`config.mk`:
```
export PLATFORM = sky130hd
export DESIGN_NAME = shift_xfer_ctrl
export DESIGN_NICKNAME = d
export VERILOG_FILES = /design/src/rtl/shift_xfer_ctrl.sv
export SDC_FILE = /design/constraint.sdc
export NUM_CORES = 1
export LEC_CHECK = 0
export CAP_MARGIN = 20
export CORE_MARGIN = 8
export CORE_UTILIZATION = 52
export CTS_BUF_LIST = sky130_fd_sc_hd__clkbuf_4 sky130_fd_sc_hd__clkbuf_8
export CTS_CLUSTER_DIAMETER = 80
export DETAILED_ROUTE_END_ITERATION = 8
export PLACE_DENSITY_LB_ADDON = 0.2
export SYNTH_ARGS = -nofsm -noshare
export SYNTH_HDL_FRONTEND = slang
export SYNTH_SLANG_ARGS = --single-unit
```
`constraint.sdc`:
```
create_clock -name clk -period 4.9 [get_ports clk]
set_input_delay 1.47 -clock clk [delete_from_list [all_inputs] [get_ports clk]]
set_output_delay 1.47 -clock clk [all_outputs]
set_load 0.005 [all_outputs]
```
`src/rtl/shift_xfer_ctrl.sv`:
```
// rtl/shift_xfer_ctrl.sv - serial transfer sequencer around an N-bit universal shift register
module shift_xfer_ctrl #(
  parameter int N   = 8,
  parameter int DIV = 4
) (
  input  logic         clk,
  input  logic         reset,
  input  logic         start,
  input  logic         dir,
  input  logic [N-1:0] din,
  input  logic         abort,
  input  logic         sin,
  output logic         ready,
  output logic         busy,
  output logic         sout,
  output logic         shift_strobe,
  output logic [N-1:0] dout,
  output logic         done
);

  localparam int DIV_W = (DIV > 1) ? $clog2(DIV) : 1;
  localparam int BIT_W = $clog2(N);

  localparam logic [DIV_W-1:0] DIV_LAST = DIV_W'(DIV - 1);
  localparam logic [BIT_W-1:0] BIT_LAST = BIT_W'(N - 1);

  typedef enum logic [1:0] {
    ST_IDLE,
    ST_SHIFT,
    ST_DONE
  } state_t;

  state_t           state;
  state_t           state_nxt;
  logic [N-1:0]     shreg;
  logic             dir_q;
  logic [DIV_W-1:0] div_cnt;
  logic [BIT_W-1:0] bit_cnt;
  logic             strobe_int;

  // Strobe marks the last clock of a bit period; depends on registered state only.
  assign strobe_int = (state == ST_SHIFT) && (div_cnt == DIV_LAST);

  // State register.
  always_ff @(posedge clk) begin
    if (!reset) begin
      state <= ST_IDLE;
    end else begin
      state <= state_nxt;
    end
  end

  // Next-state decode: accept, abort, final shift, single-cycle DONE.
  always_comb begin
    state_nxt = state;
    case (state)
      ST_IDLE: begin
        if (start) state_nxt = ST_SHIFT;
      end
      ST_SHIFT: begin
        if (abort) begin
          state_nxt = ST_IDLE;
        end else if (strobe_int && (bit_cnt == BIT_LAST)) begin
          state_nxt = ST_DONE;
        end
      end
      ST_DONE: begin
        state_nxt = ST_IDLE;
      end
      default: begin
        state_nxt = ST_IDLE;
      end
    endcase
  end

  // Shift register, latched direction and counters; one register op per edge.
  always_ff @(posedge clk) begin
    if (!reset) begin
      shreg   <= '0;
      dir_q   <= 1'b0;
      div_cnt <= '0;
      bit_cnt <= '0;
    end else begin
      case (state)
        ST_IDLE: begin
          if (start) begin
            shreg   <= din;
            dir_q   <= dir;
            div_cnt <= '0;
            bit_cnt <= '0;
          end
        end
        ST_SHIFT: begin
          // Abort leaves the register frozen with whatever was shifted so far.
          if (!abort) begin
            if (strobe_int) begin
              if (dir_q) begin
                shreg <= {sin, shreg[N-1:1]};
              end else begin
                shreg <= {shreg[N-2:0], sin};
              end
              div_cnt <= '0;
              if (bit_cnt != BIT_LAST) begin
                bit_cnt <= bit_cnt + BIT_W'(1);
              end
            end else begin
              div_cnt <= div_cnt + DIV_W'(1);
            end
          end
        end
        default: begin
        end
      endcase
    end
  end

  // Status and serial output decode from registered state.
  always_comb begin
    ready        = (state == ST_IDLE);
    busy         = (state == ST_SHIFT) || (state == ST_DONE);
    done         = (state == ST_DONE);
    shift_strobe = strobe_int;
    sout         = 1'b0;
    if (state == ST_SHIFT) begin
      sout = dir_q ? shreg[0] : shreg[N-1];
    end
    dout = shreg;
  end

endmodule
```
# Word-level counts from Yosys, hierarchy flattened
# Index checks and enable logic that the tools add are counted.
# totals
out_inout_bits,13
register_bits,16
elab_cells,47
inputBits,14
# classes
add_sub_neg,2
mux,20
eq_ne,10
reduce_logical,10
# op_table
cell,n
$mux W8,4
$pmux W8 S2,1
$mux W2,6
$mux W3,4
$pmux W2 S2,2
$ne A2 B2 Y1 const B,3
$pmux W3 S2,1
$reduce_and A5 Y1,1
$eq A2 B2 Y1 const B,2
$reduce_and A2 Y1,2
$reduce_and A4 Y1,1
$add A3 B1 Y3 const B,1
$eq A3 B3 Y1 const B,1
$ne A3 B2 Y1 const B,1
$ne A3 B3 Y1 const B,1
$reduce_and A3 Y1,1
$add A2 B1 Y2 const B,1
$eq A2 B1 Y1 const B,1
$logic_and A1 B1 Y1,2
$logic_not A2 Y1,1
$mux W1,2
$ne A2 B1 Y1 const B,1
$reduce_bool A2 Y1,1
$logic_or A1 B1 Y1,1

# Depth between registers and ports, before layout
# logic_depth
ltp_word,6
ltp_mapped,7
ltp_nobuf,6

# Least setup slack after synthesis
# OpenSTA, ideal clock, no wires.
# synth_path
kind,register to output
start,reg state[1]
end,out sout
required_ps,3430
stages_incl_launch_ff,5
path_buffers,1
t_arrival_ps,1007
path_slack_ps,2423
path_cell_list,dfxtp_1 -> inv_1 -> ha_1 -> clkbuf_1 -> nor2b_1
# synth_between
elab_chain_cells,2
# synth_rtl
item,line_no,text
"start, declared",33,state_t state;
"start signal, assigned",49,state <= state_nxt;
$eq A2 B1 Y1,124,if (state == ST_SHIFT) begin
$mux W1,124,
"end, declared",15,"output logic sout,"
# Every way passes these cells.

# Worst setup path after layout
# layout_path
start,reg state[1]
end,out shift_strobe
# layout_between
elab_chain_cells,2
# layout_rtl
item,line_no,text
$eq A2 B1 Y1,42,assign strobe_int = (state == ST_SHIFT) && (div_cnt == DIV_LAST);
$logic_and A1 B1 Y1,42,
"end, declared",16,"output logic shift_strobe,"
# Every way passes these cells.

==> results by group <==
Outcome
  • Outcome: complete, no violations

Drt
  • Post-DRT Antenna Nets: 0
  • # DRC: 0
  • DR iter-0 viols: 24
  • Number of detailed-route iterations in the first pass: 4
  • Mean routed wirelength per cell: 14.3 um
  • Via count: 872
  • DRT Wirelength: 2330 um
  • Vias per inst: 5.35

GRT
  • Met2 Resource Use GR: 23.2%
  • Congestion Overflow GR: 0
  • All-layer global routing usage: 14.2%
  • Global route hottest layer: met2
  • Met3 global-route usage: 5.00%
  • Largest net degree at the start of global routing: 22
  • Via count of the first global-routing pass: 897
  • Antenna violations before repair: 0
  • Met1 usage: 15.3%
  • First-pass GRT wire length: 3860 um

Power and ir drop
  • Static Leak: 0.476 nW
  • Power Density: 274 nW/um^2
  • Peak VDD IR: 0.000190 V

Final layout
  • Most common cell after layout, fill and taps aside: clkdlybuf4s50_1
  • Most frequent cells in the layout: clkdlybuf4s50_1, nand2_1, dfxtp_1, mux2i_1, o21ai_0
  • # nets final: 160
  • Post-Layout Inst Area: 1250 sq um
  • Final Core Density: 72.7%
  • Ant diodes: 0
  • Area Growth Syn to Fin: 30.8%
  • Fillers: 144
  • FF+latch area: 320 sq um
  • Fraction of layout cells with a size suffix above 1: 5.07%
  • Multi-input gate area: 588 sq um

Timing
  • Post-Route Setup TNS: 0 ps
  • Slew HR: 56.5%
  • Clock skew: 6.49 ps
  • Post-layout minimum cycle time: 3500 ps
  • Worst slew pin tran: 653 ps
  • Highest clock rate: 286 MHz
  • Final hold violation count: 0
  • PnR worst setup slack: 1400 ps
  • WHS: 483 ps
  • Slew Limit Fails: 0
  • Setup violators final: 0
  • RSZ-0062 raised after global routing: false
  • Final period util: 71.5%

Place
  • Post-DP Area: 1220 sq um
  • IO buf count: 26
  • GPL Wtd Cong: 0.872
  • DPL Wire Length: 1820 um
  • Setup WS pre-CTS: 1730 ps

Synth
  • Syn avg cell area: 8.42 sq um
  • Netlist Area Pre-Place: 960 sq um
  • #FFs+latches synth: 16
  • Part of the Yosys area used for sequential elements: 33.4%
  • Synth Net Count: 135
  • Ys Warns: 0
  • Syn Inst Count: 114
  • Synth cell types: 24

Clock tree
  • CTS H-tree depth: 1
  • CTS Root Cell: clkbuf_4
  • Post-CTS setup buffers: 0
  • Hold buffer count at CTS: 0
  • Post-CTS resize count: 0
  • Inserted Clock Buffers: 3
  • Clock buffer depth: 2
  • Worst-skew pair later-pin latency: 300 ps
  • CTS tree: built
  • Clock sinks: 16
  • Clock Pin Slew Worst Setup and Hold Paths: 90 ps

Setup path
  • Crit path kind: reg -> out
  • Crit path DAT: 2030 ps
  • CP delay by family, top: buffers and inverters
  • Buf/Inv on CP: 2
  • Worst EP required: 3430 ps
  • Slowest stage delay, CP: 590 ps
  • Setup crit end kind: primary output
  • Crit-path slowest cell: ha_1
  • Crit Path Max Fanout: 21
  • Startpoint Class: register
  • Critical path cell sequence: inv_1 > ha_1 > and2_1 > clkdlybuf4s50_1

Die
  • Placement Rows: 15
  • Die height: 59.0 um
  • Die area: 3480 sq um
  • Starting density of the core: 55.6%
  • Ports: 27
  • Die X: 59.0 um
  • Core Region: 1730 sq um

Min path
  • Worst hold path type: reg -> reg

Flow run
  • Max-cap violations: 0
## worst paths after layout
| path | start | end | slack [ps] | cells past startpoint |
|---|---|---|---|---|
| setup / recovery | state[1] | shift_strobe | 1400 | 4 |
| hold / removal | bit_cnt[2] | bit_cnt[2] | 480 | 2 |
| hold reg to reg | bit_cnt[2] | bit_cnt[2] | 480 | 2 |
| setup reg to reg | state[1] | dout[7] | 2930 | 6 |
## power breakdown
group	switching [mW]	internal, mW	total, mW
Clock	0.0421	0.0454	0.0875
Combinational	0.0475	0.0546	0.102
Sequential	0.0134	0.141	0.155
## synth_stat cells
| master | number | area share, % |
|---|---|---|
| a211oi_1 | 1 | 0.78 |
| a21oi_1 | 5 | 2.6 |
| a221oi_4 | 1 | 2.7 |
| a2bb2oi_1 | 1 | 0.91 |
| a32oi_1 | 1 | 0.91 |
| and2_1 | 1 | 0.65 |
| buf_2 | 2 | 1.0 |
| buf_6 | 1 | 1.2 |
| clkbuf_1 | 3 | 1.2 |
| dfxtp_1 | 16 | 33 |
| ha_1 | 7 | 9.1 |
| inv_1 | 5 | 2.0 |
| mux2i_1 | 13 | 14 |
| nand2_1 | 23 | 9.0 |
| nand2_4 | 1 | 1.2 |
| nand4_1 | 2 | 1.3 |
| nand4b_1 | 1 | 0.91 |
| nor2_1 | 3 | 1.2 |
| nor2b_1 | 4 | 2.6 |
| nor3b_1 | 1 | 0.78 |
| o21ai_0 | 12 | 6.3 |
| o22ai_1 | 8 | 5.2 |
| or2_2 | 1 | 0.65 |
| or3b_1 | 1 | 0.91 |
## worst reg2reg max path, stage by stage (launching register included)
cell and delay (ps):
dfxtp_1 330, inv_1 100, ha_1 400, mux2i_1 230
a221oi_4 460, nand2_4 150, o22ai_1 220
## sequential cells by signal, summed over array words and instances, names as in the netlist
name     count
bit_cnt      3
dir_q        1
div_cnt      2
dout         8
state        2
## through the flow
step / power, mW / instances
after floorplan: 0.216 / 114
after global placement: 0.257 / 159
after CTS: 0.350 / 163
final: 0.344 / 163
after detailed placement: 0.260 / 159
after global routing: 0.366 / 163
## cell families (layout without fill, tap and decap cells)
kind of cell | Yosys count | after routing | synth area share [%]
DFF | 16 | 16 | 33.4
AOI/OAI and AO/OA | 29 | 29 | 19.4
and+or+nand+nor | 38 | 38 | 19.2
adders and majority gates | 7 | 7 | 9.13
buffers and inverters | 11 | 35 | 5.35
muxes | 13 | 13 | 13.6
## area by class of cell
cell class | instances | area share (%)
Sequential cell | 16 | 25.5
Multi-Input combinational cell | 87 | 46.9
Inverter | 5 | 1.50
Timing Repair Buffer | 26 | 20.7
Tap cell | 25 | 2.49
Clock buffer | 4 | 2.89
## per-layer routing
layer | part of all wire, % | vias up
met1 | 42 | 384
met2 | 50 | 29
met4 | 2.0 | 0
met5 | 0 | -
li1 | - | 453
met3 | 6.6 | 6
No activity file was read; power rests on OpenSTA's default activity.
